--- src/rtl/lcd_req_arbiter.sv ---
// Round-robin arbiter that shares one L1602A LCD controller between NREQ requesters.
// Grants one op at a time, strobes the controller, and follows lcd_rdy through busy and done.
module lcd_req_arbiter #(
    parameter int NREQ         = 4,
    parameter int OP_W         = 6,
    parameter int BUSY_TIMEOUT = 64,
    parameter int TO_W         = 8,
    localparam int IDX_W       = (NREQ > 1) ? $clog2(NREQ) : 1
) (
    input  logic                 clk,
    input  logic                 rst,
    input  logic [NREQ-1:0]      req,
    input  logic [NREQ-1:0]      lock,
    input  logic [NREQ*OP_W-1:0] req_op,
    input  logic [NREQ*8-1:0]    req_data,
    output logic [NREQ-1:0]      ack,
    output logic [NREQ-1:0]      done,
    output logic                 err,
    output logic [NREQ-1:0]      grant,
    output logic [OP_W-1:0]      lcd_op,
    output logic [7:0]           lcd_data,
    output logic                 lcd_enable,
    input  logic                 lcd_rdy
);

    // Handshake: req[i] is a level held until ack[i]. ack[i] is a one-cycle pulse
    // meaning op/data were latched; req[i] still high the cycle after ack[i] is a
    // new request, eligible once done[i] (or err) closes the current op.

    typedef enum logic [1:0] {
        IDLE      = 2'd0,
        ISSUE     = 2'd1,
        WAIT_BUSY = 2'd2,
        WAIT_DONE = 2'd3
    } state_t;

    state_t           state;
    logic [IDX_W-1:0] owner;
    logic [IDX_W-1:0] rr_ptr;
    logic             lock_hold;
    logic [TO_W-1:0]  to_cnt;

    logic             cand_found;
    logic [IDX_W-1:0] cand_idx;
    logic             lock_release;

    function automatic logic [NREQ-1:0] onehot(input logic [IDX_W-1:0] i);
        logic [NREQ-1:0] v;
        v    = '0;
        v[i] = 1'b1;
        return v;
    endfunction

    // While locked only the owner may win; otherwise search upward from rr_ptr+1.
    always_comb begin
        cand_found = 1'b0;
        cand_idx   = '0;
        if (lock_hold) begin
            cand_found = req[owner];
            cand_idx   = owner;
        end else begin
            for (int i = 1; i <= NREQ; i++) begin
                if (!cand_found && req[(int'(rr_ptr) + i) % NREQ]) begin
                    cand_found = 1'b1;
                    cand_idx   = IDX_W'((int'(rr_ptr) + i) % NREQ);
                end
            end
        end
    end

    assign lock_release = lock_hold && !lock[owner] && !req[owner];

    always_ff @(posedge clk or posedge rst) begin
        if (rst) begin
            state      <= IDLE;
            owner      <= '0;
            rr_ptr     <= IDX_W'(NREQ - 1);
            lock_hold  <= 1'b0;
            to_cnt     <= '0;
            ack        <= '0;
            done       <= '0;
            err        <= 1'b0;
            grant      <= '0;
            lcd_op     <= '0;
            lcd_data   <= '0;
            lcd_enable <= 1'b0;
        end else begin
            ack        <= '0;
            done       <= '0;
            err        <= 1'b0;
            lcd_enable <= 1'b0;
            case (state)
                IDLE: begin
                    if (lock_release) begin
                        lock_hold <= 1'b0;
                        grant     <= '0;
                    end else if (lcd_rdy && cand_found) begin
                        lcd_op   <= req_op[cand_idx*OP_W +: OP_W];
                        lcd_data <= req_data[cand_idx*8 +: 8];
                        ack      <= onehot(cand_idx);
                        grant    <= onehot(cand_idx);
                        owner    <= cand_idx;
                        rr_ptr   <= cand_idx;
                        state    <= ISSUE;
                    end
                end
                ISSUE: begin
                    lcd_enable <= 1'b1;
                    to_cnt     <= '0;
                    state      <= WAIT_BUSY;
                end
                WAIT_BUSY: begin
                    // A falling lcd_rdy beats a timeout on the same edge.
                    if (!lcd_rdy) begin
                        state <= WAIT_DONE;
                    end else if (to_cnt == TO_W'(BUSY_TIMEOUT - 1)) begin
                        err       <= 1'b1;
                        grant     <= '0;
                        lock_hold <= 1'b0;
                        state     <= IDLE;
                    end else begin
                        to_cnt <= to_cnt + 1'b1;
                    end
                end
                WAIT_DONE: begin
                    // No timeout here: controller init ops can take milliseconds.
                    if (lcd_rdy) begin
                        done      <= onehot(owner);
                        lock_hold <= lock[owner];
                        if (!lock[owner]) begin
                            grant <= '0;
                        end
                        state <= IDLE;
                    end
                end
                default: state <= IDLE;
            endcase
        end
    end

endmodule

--- config.mk ---
export PLATFORM = sky130hd
export DESIGN_NAME = lcd_req_arbiter
export DESIGN_NICKNAME = d
export VERILOG_FILES = /design/src/rtl/lcd_req_arbiter.sv
export SDC_FILE = /design/constraint.sdc
export NUM_CORES = 1
export LEC_CHECK = 0
export CORE_ASPECT_RATIO = 1.1
export CORE_UTILIZATION = 45
export DETAILED_ROUTE_END_ITERATION = 7
export PLACE_DENSITY = 0.82
export SETUP_SLACK_MARGIN = 0.3
export SLEW_MARGIN = 15
export SYNTH_ARGS = -nofsm -noshare
export SYNTH_HDL_FRONTEND = slang
export SYNTH_SLANG_ARGS = --single-unit
--- constraint.sdc ---
create_clock -name clk -period 3.8 [get_ports clk]
set_input_delay 0.38 -clock clk [delete_from_list [all_inputs] [get_ports clk]]
set_output_delay 0.38 -clock clk [all_outputs]
set_load 0.02 [all_outputs]
* Word level (Yosys, flattened, before mapping) *
Cells that the tools add are included.

word-level totals
  input port bits = 67
  output and inout bits = 28
  flip-flop bits (word level) = 43

cells by class
  equality and inequality tests = 14
  shifts and indexed selects = 2
  multipliers = 1
  bitwise logic cells = 5
  reduce and logical (&&, ||, !) cells = 25
  mux-type cells = 63
  $lt $le $gt $ge = 8
  $add $sub $neg = 5

operators by type and width
  cell                 count
  $mux 4               11
  $shiftx 32x6->8      1
  $mux 1               28
  $shiftx 24x6->6      1
  $mux 2               10
  $lt 3x4->1 const B   4
  $mux 8               2
  $ne 2x2->1 const B   8
  $pmux 8 s2           1
  $bmux 1 s2           6
  $pmux 4 s3           1
  $add 8x1->8 const B  1
  $eq 8x6->1 const B   1
  $logic_and 1x1->1    8
  $pmux 2 s4           1
  $reduce_or 2->1      4
  $lt 2x3->1 const B   2
  $ne 3x3->1 const B   2
  $reduce_and 3->1     2
  $reduce_and 6->1     1
  $logic_not 1->1      5
  $reduce_and 5->1     1
  $add 2x1->2 const B  2
  $add 2x2->2 const B  2
  12 further kinds     18

* Depth between registers and ports, before layout *
Gate-level depths: netlist of the first run.

  word-level depth = 27
  gate-level depth with buffers = 9

* Least setup slack after synthesis of the first run *
OpenSTA, ideal clock, no wires.

  kind = register to register
  from = reg rr_ptr[1]
  to = reg lcd_data[0]
  arrival = 1926 ps
  required time = 3708 ps
  stages on the path, launching flop included = 8
  path buffers = 2
  path slack = 1782 ps
  path through = dfstp_2 mux4_2 a211o_1 nand4_1 buf_4 buf_2 nand2_1 o31ai_2

on the way
  longest elaborated chain between the ends = 20
  elaborated cells between the ends (all ways) = 38
  those cells by class = add/sub (4); shift (1); mux (25); reduce/logical (8)

RTL lines
  what                                                                  RTL line  RTL
  from (decl)                                                           39        logic [IDX_W-1:0] rr_ptr;
  from (signal assigned)                                                77        rr_ptr <= IDX_W'(NREQ - 1);
  from (signal assigned)                                                103       rr_ptr <= cand_idx;
  parallel branches: the longest is 20 deep, another holds $add 2x1->2  --
  to (signal assigned)                                                  99        lcd_data <= req_data[cand_idx*8 +: 8];
  to (decl)                                                             21        output logic [7:0] lcd_data,

Several ways; the timed one is not identified. The select of a mux whose other input is x is not followed.
A chain may end at the register's enable or synchronous reset.

* Worst setup path in the final report of the first run *
  from = in req[0]
  to = reg grant[0]

on the way
  longest elaborated chain between the ends = 24
  elaborated cells between the ends (all ways) = 46
  those cells by class = order compare (2); eq/ne (1); mux (32); reduce/logical (11)

RTL lines
  what                                                                   RTL line  RTL
  from (decl)                                                            12        input logic [NREQ-1:0] req,
  $bmux 1 s2                                                             63        if (!cand_found && req[(int'(rr_ptr) + i) % NREQ]) begin
  $mux 1 (not written as such) (2 in series)                             63
  $mux 1                                                                 63
  $mux 1                                                                 58        if (lock_hold) begin
  $logic_not 1->1                                                        63
  $logic_and 1x1->1                                                      63
  $mux 1                                                                 63
  $mux 1                                                                 58
  (+7 left out)                                                          --
  $mux 2                                                                 58
  $lt 2x3->1 (not written as such) / $ge 2x1->1 (equally long branches)  50        v[i] = 1'b1;
  $logic_and 1x1->1 (not written as such)                                50
  $mux 1 (not written as such)                                           50
  $demux 1 s2                                                            50
  $mux 4                                                                 97        end else if (lcd_rdy && cand_found) begin
  $mux 4                                                                 94        if (lock_release) begin
  $pmux 4 s3                                                             92        case (state)
  to (signal assigned)                                                   101       grant <= onehot(cand_idx);
  to (decl)                                                              19        output logic [NREQ-1:0] grant,

Several ways; a longest one is shown, not always the timed one. The select of a mux whose other input is x is not followed.

==> reports/metrics.csv, run 1 <==
stage,metric,value,unit
drt,drt-initial-drc-count,135,
synth,yosysUniqueCellTypes,43,
global_route,grt_max_degree,44,
drt,viasPerCell,5.358,
pwr,vdd_drop_max,0.0002739,V
critical_path,start_kind,primary input,
synth,synth_cells,271,
synth,yosysTopAreaCell,dfrtp_1,
sta,final.min_clock_period,2.421,ns
pwr,power_density,670.1,nW/µm²
critical_path,cp.required,3.98,ns
die,coreArea,5135,µm²
drt,wl_per_cell,13.98,µm
placed_design,dpl_worst_slack,1.083,ns
clocking,cts-hold-fix-buffers,0,
synth,postSynthAreaPerCell,9.137,µm²
global_route,antenna_found_initial,0,
synth,synthMostInstantiatedCell,nand2_1,
sta,fin_ws,1.379,ns
critical_path,timing.critical_path.to_type,register,
finish,fin_nets,428,
critical_path,critical_path_class,primary input to register,
clocking,post_cts_buffers,0,
min_path,hp-class,register to register,
die,io_pins,95,
sta,slew-limit-headroom,64.82,%
sta,finalSetupTns,0,ns
clocking,h-tree-depth,2,
drt,vias,2320,
synth,synth_seq_cells,43,
finish,area_growth,42.40,%
finish,insertedDiodeCount,0,
pwr,switching_share,43.96,%
sta,worstMarginPinSlew,0.5258,ns
die,die_h,79.80,µm
finish,fillers,433,
pwr,pwr-share-comb,55.6,%
pwr,clkPwrFrac,11.6,%
sta,grt_setup_unrepaired,no,
clocking,cts_tree,done,
synth,postSynth.asyncResetShare,100.0,%
synth,yosysTopAreaCellShare,41.44,%
global_route,grt_pass1_vias,2169,
die,die_w,72.73,µm
clocking,cts_root_buf,clkbuf_8,
clocking,cts_buffer_depth,2,
sta,finalSetupViolCount,0,
sta,period_share,63.70,%
clocking,clk_pin_slew,0.08,ns
synth,synthesis.yosys.warnings,0,
pwr,p_leak,1.536,nW
critical_path,worstPathArrival,2.60,ns
pwr,intPower,0.001324,W
synth,synth_area,2476,µm²
synth,synthTopCellsByArea,"dfrtp_1 (41%), nand2_1 (8.3%), o31ai_2 (7.1%)",
sta,slew_viol_final,0,
die,start_util,48.22,%
placed_design,numPortBuffers,94,
pwr,p_sw,0.001039,W
drt,drtAntennaViolNets,0,
drt,firstDrtPassIters,4,
die,row_count,27,
sta,final.setup_skew,0.009680,ns
global_route,gr-total-overflow,0,
finish,drive_gt1_share,10.25,%
synth,yosysSeqAreaShare,43.56,%
synth,synth_edf_count,0,
placed_design,place_congestion,0.7803,
pwr,power_frac_seq,32.8,%
run,cap_violations,0,
drt,drc,0,
global_route,grt_util_all_layers,22.53,%
clocking,cts_resized,0,
critical_path,worstPathMaxFanout,38,
synth,synth_ff_type,dfrtp_1,
outcome,status,"complete, no violations",
synth,synthTopCellsByCount,"nand2_1 (55), dfrtp_1 (41), nor2_1 (31), o21ai_0 (17), a21oi_1 (16)",
drt,drt-total-wl,6.052,mm
clocking,numCtsBuffers,5,
placed_design,numPlacedInstances,425,
sta,timing_hold_violations_final,0,
sta,max_clock_freq,0.4131,GHz
clocking,clock-sinks,43,
clocking,clkLatencyLatePin,0.29,ns
placed_design,hpwl,4.520,mm
finish,final_cells,433,
die,die-area,5803,µm²
global_route,grt_pass1_wl,10.09,mm
synth,synth_nets,339,
-- power groups by stage --
stage / sequential [W] / clock, W / combinational, W
global placement: 0.000774 / 0 / 0.00129
finish: 0.000774 / 0.000274 / 0.00131
floorplan: 0.000857 / 0 / 0.000822
global route: 0.000794 / 0.000298 / 0.00144
CTS: 0.000772 / 0.000275 / 0.00132
detailed placement: 0.000778 / 0 / 0.00132
-- layout by cell type (no fill, tap or decap), drive strengths merged, types with 2 or more instances in the layout --
| master | instances |
|---|---|
| clkdlybuf4s50 | 94 |
| nand2b | 3 |
| nor4 | 3 |
| inv | 8 |
| a31oi | 2 |
| a21oi | 16 |
| dfrtp | 41 |
| a21o | 5 |
| mux4 | 3 |
| buf | 6 |
| clkbuf | 8 |
| nand2 | 55 |
| o21ai | 17 |
| nor3b | 3 |
| a211o | 2 |
| nand4 | 6 |
| a211oi | 16 |
| nor2 | 31 |
| o31ai | 14 |
| xor2 | 5 |
| o211ai | 3 |
| nor2b | 3 |
| dfstp | 2 |
-- state kept, by name (all words and copies together) (netlist names) --
register,flops
lcd_data,8
to_cnt,8
lcd_op,6
ack,4
done,4
grant,4
owner,2
rr_ptr,2
state,2
err,1
lcd_enable,1
lock_hold,1
-- final timing paths --
kind | start | to | slack (ns) | cells after the start
setup / recovery | req[0] | grant[0] | 1.38 | 7
hold / removal | grant[2] | grant[2] | 0.49 | 1
setup reg to reg | rr_ptr[1] | grant[0] | 1.40 | 6
hold reg to reg | grant[2] | grant[2] | 0.49 | 1
max in group asynchronous | rst | rr_ptr[0] | 2.90 | 3
min in group asynchronous | rst | ack[3] | 0.52 | 3
-- metal layers --
layer	vias up	part of all wire, %	global-route usage (%)
met4	0	0.45	4.902
met3	2	8.2	7.955
met2	98	50	38.79
met1	1092	41	26.89
li1	1128	-	-
met5	-	0	0
-- final cells by class --
type	instances	area [µm²]	share of cell area, %
Multi-Input combinational cell	201	1257	35.66
Sequential cell	43	1079	30.59
Timing Repair Buffer	100	985.9	27.96
Tap cell	72	90.09	2.555
Clock buffer	8	80.08	2.271
Inverter	9	33.78	0.9581
-- worst max-delay path: stages --
cell and delay, ns:
clkdlybuf4s50_1 0.53, mux4_2 0.50, a211o_1 0.30, nand4_1 0.10
buf_4 0.40, nor2b_1 0.16, a22o_1 0.23
-- kinds of logic after synthesis --
kind of cell / Yosys count / share of synthesized area (%)
xor gates and xnor gates: 6 / 2.122
adders and majority gates: 1 / 0.5052
muxes: 4 / 3.133
AOI/OAI and AO/OA: 81 / 24.91
buffers and inverters: 27 / 6.265
DFF: 43 / 43.56
and+or+nand+nor: 109 / 19.51
-- stage by stage --
stage	area (µm²)	total power (W)	utilization (%)	hold slack (ns)
after floorplan	2476	0.001680	-	0.4713
after global placement	3446	0.002061	67.11	0.4640
after detailed placement	3446	0.002095	67.11	0.4695
after CTS	3526	0.002369	68.66	0.4869
after global routing	3526	0.002532	68.66	0.4929
final	3526	0.002363	68.66	0.4894
(Power assumes the default switching activity.)
==> inputs of run 2 (changes only) <==
--- a/config.mk
+++ b/config.mk
@@ -6,9 +6,9 @@
 export NUM_CORES = 1
 export LEC_CHECK = 0
 export CORE_ASPECT_RATIO = 1.1
-export CORE_UTILIZATION = 45
+export CORE_UTILIZATION = 44
 export DETAILED_ROUTE_END_ITERATION = 7
-export PLACE_DENSITY = 0.82
+export PLACE_DENSITY = 0.8
 export SETUP_SLACK_MARGIN = 0.3
 export SLEW_MARGIN = 15
 export SYNTH_ARGS = -nofsm -noshare
==> constraint.sdc (replaced) <==
create_clock -name clk -period 2.4 [get_ports clk]
set_input_delay 0.24 -clock clk [delete_from_list [all_inputs] [get_ports clk]]
set_output_delay 0.24 -clock clk [all_outputs]
set_load 0.02 [all_outputs]
==> reports/metrics.csv, run 2 (synthesized netlist as in run 1, its figures left out) <==
stage,metric,value,unit
critical_path,timing.critical_path.to_type,register,
critical_path,cp.required,2.58,ns
run,cap_violations,0,
drt,drc,0,
drt,viasPerCell,5.317,
placed_design,place_congestion,0.8396,
sta,slew_viol_final,0,
die,die-area,5932,µm²
die,io_pins,95,
finish,insertedDiodeCount,0,
finish,final_cells,445,
sta,slew-limit-headroom,76.43,%
placed_design,numPortBuffers,94,
pwr,p_sw,0.001708,W
pwr,switching_share,42.90,%
pwr,power_frac_seq,30.3,%
drt,drtAntennaViolNets,0,
finish,layout_common_cells,"clkdlybuf4s50_1 (93), nand2_1 (55), dfrtp_1 (40)",
drt,drt-initial-drc-count,123,
sta,final.min_clock_period,2.101,ns
pwr,pwr-share-comb,59.3,%
placed_design,hpwl,4.680,mm
drt,wl_per_cell,14.44,µm
sta,finalSetupViolCount,0,
critical_path,critPathMaxStageDelay,0.54,ns
critical_path,path_cells,mux4_2 > a211o_1 > nand4_1 > buf_12 > nor2b_1 > a22o_1,
finish,mostFrequentLayoutCell,clkdlybuf4s50_1,
global_route,grt_pass1_vias,2195,
die,start_util,45.90,%
sta,grt_setup_unrepaired,yes,
critical_path,rrSetupSlack,0.30,ns
clocking,clkLatencyLatePin,0.30,ns
pwr,power_density,1065,nW/µm²
sta,timing_hold_violations_final,0,
sta,worstMarginPinSlew,0.3531,ns
critical_path,worstPathMaxFanout,8,
placed_design,numPlacedInstances,433,
global_route,antenna_found_initial,0,
clocking,clk_pin_slew,0.07,ns
clocking,cts_tree,done,
die,die_w,73.53,µm
drt,vias,2366,
drt,drt-total-wl,6.427,mm
clocking,cts-hold-fix-buffers,0,
clocking,cts_root_buf,clkbuf_8,
global_route,gr-total-overflow,0,
die,die_h,80.68,µm
die,row_count,28,
pwr,p_leak,1.641,nW
critical_path,start_kind,register,
finish,top_regs,"lcd_data (8), to_cnt (8), lcd_op (6)",
clocking,cts_buffer_depth,2,
finish,fin_nets,439,
finish,area_growth,51.04,%
pwr,vdd_drop_max,0.0004837,V
global_route,grt_max_degree,44,
critical_path,slowest_stage,dfstp_2,
finish,fin_util,69.32,%
die,coreArea,5395,µm²
sta,finalSetupTns,0,ns
pwr,intPower,0.002274,W
sta,final.setup_skew,0.007255,ns
sta,max_clock_freq,0.4760,GHz
drt,firstDrtPassIters,4,
sta,hold_slack,0.2847,ns
clocking,clock-sinks,43,
critical_path,critical_path_class,register to register,
clocking,h-tree-depth,2,
finish,drive_gt1_share,14.05,%
pwr,total_power,0.003982,W
sta,period_share,87.53,%
min_path,hp-class,primary input to asynchronous set/reset pin,
clocking,numCtsBuffers,5,
global_route,grt_pass1_wl,9.956,mm
pwr,clkPwrFrac,10.4,%
global_route,grt_util_all_layers,22.37,%
outcome,status,"complete, no violations",
critical_path,worstPathArrival,2.29,ns
-- run 2: cell types whose count changed in the layout (fill, tap and decap cells not counted), sizes merged --
cell	previous run	this run
buf	6	15
clkdlybuf4s50	94	93
dlymetal6s2s	0	1
-- run 2: metrics by stage --
step,cell area (µm²),setup WS (ns)
3_3_place_gp,3542,0.1448
6_report,3740,0.2993
5_1_grt,3740,0.2659
3_5_place_dp,3542,0.06831
2_1_floorplan,2476,0.3822
4_1_cts,3622,0.3185
-- run 2: metal layers --
layer | global-route usage, % | vias to the layer above | share of wire [%] | wire length, µm
met5 | 0 | - | 0 | 0
met4 | 8.654 | 0 | 1.9 | 125
met3 | 7.654 | 12 | 8.4 | 539
met2 | 37.52 | 104 | 52 | 3350
met1 | 26.02 | 1099 | 38 | 2412
li1 | - | 1151 | - | -
-- run 2: what timing repair did --
action | in CTS | in global routing
pin swaps | 0 | 0
gates resized for setup | 0 | 8
hold endpoints to repair | 0 | 0
setup endpoints to repair | 13 | 22
buffers inserted | 1 | 3
gates cloned | 0 | 2
-- run 2: layout make-up --
class	count	area, µm²
flip-flops and latches	43	1080
repair buffers	111	1172
inverters	9	33.78
clock buffers	6	72.57
fillers	440	1655
multi-input cells	201	1287
well taps	75	93.84
-- run 2: worst paths after layout --
check                           from          end  depth (start not counted)
max                        rr_ptr[1]     grant[0]                          6
min                              rst  lcd_data[6]                          3
max reg2reg                rr_ptr[1]     grant[0]                          6
min reg2reg                lcd_op[0]    lcd_op[0]                          2
max in group asynchronous        rst    rr_ptr[0]                          3
min in group clk           lcd_op[0]    lcd_op[0]                          2
-- run 2: power by group through the flow --
stage                     combinational [W]  clock (W)  sequential, W
after floorplan                     0.00130          0        0.00136
after global placement              0.00218          0        0.00121
after detailed placement            0.00223          0        0.00122
after CTS                           0.00226   0.000425        0.00120
after global routing                0.00258   0.000457        0.00124
final                               0.00236   0.000416        0.00121
-- run 2: critical path, delay by kind of cell, from the launching register on --
family / cells / cell delay, ns
AO/OA/AOI/OAI: 2 / 0.51
buffers and inverters: 1 / 0.16
flip-flops: 1 / 0.54
multiplexers: 1 / 0.49
AND/OR/NAND/NOR: 2 / 0.28
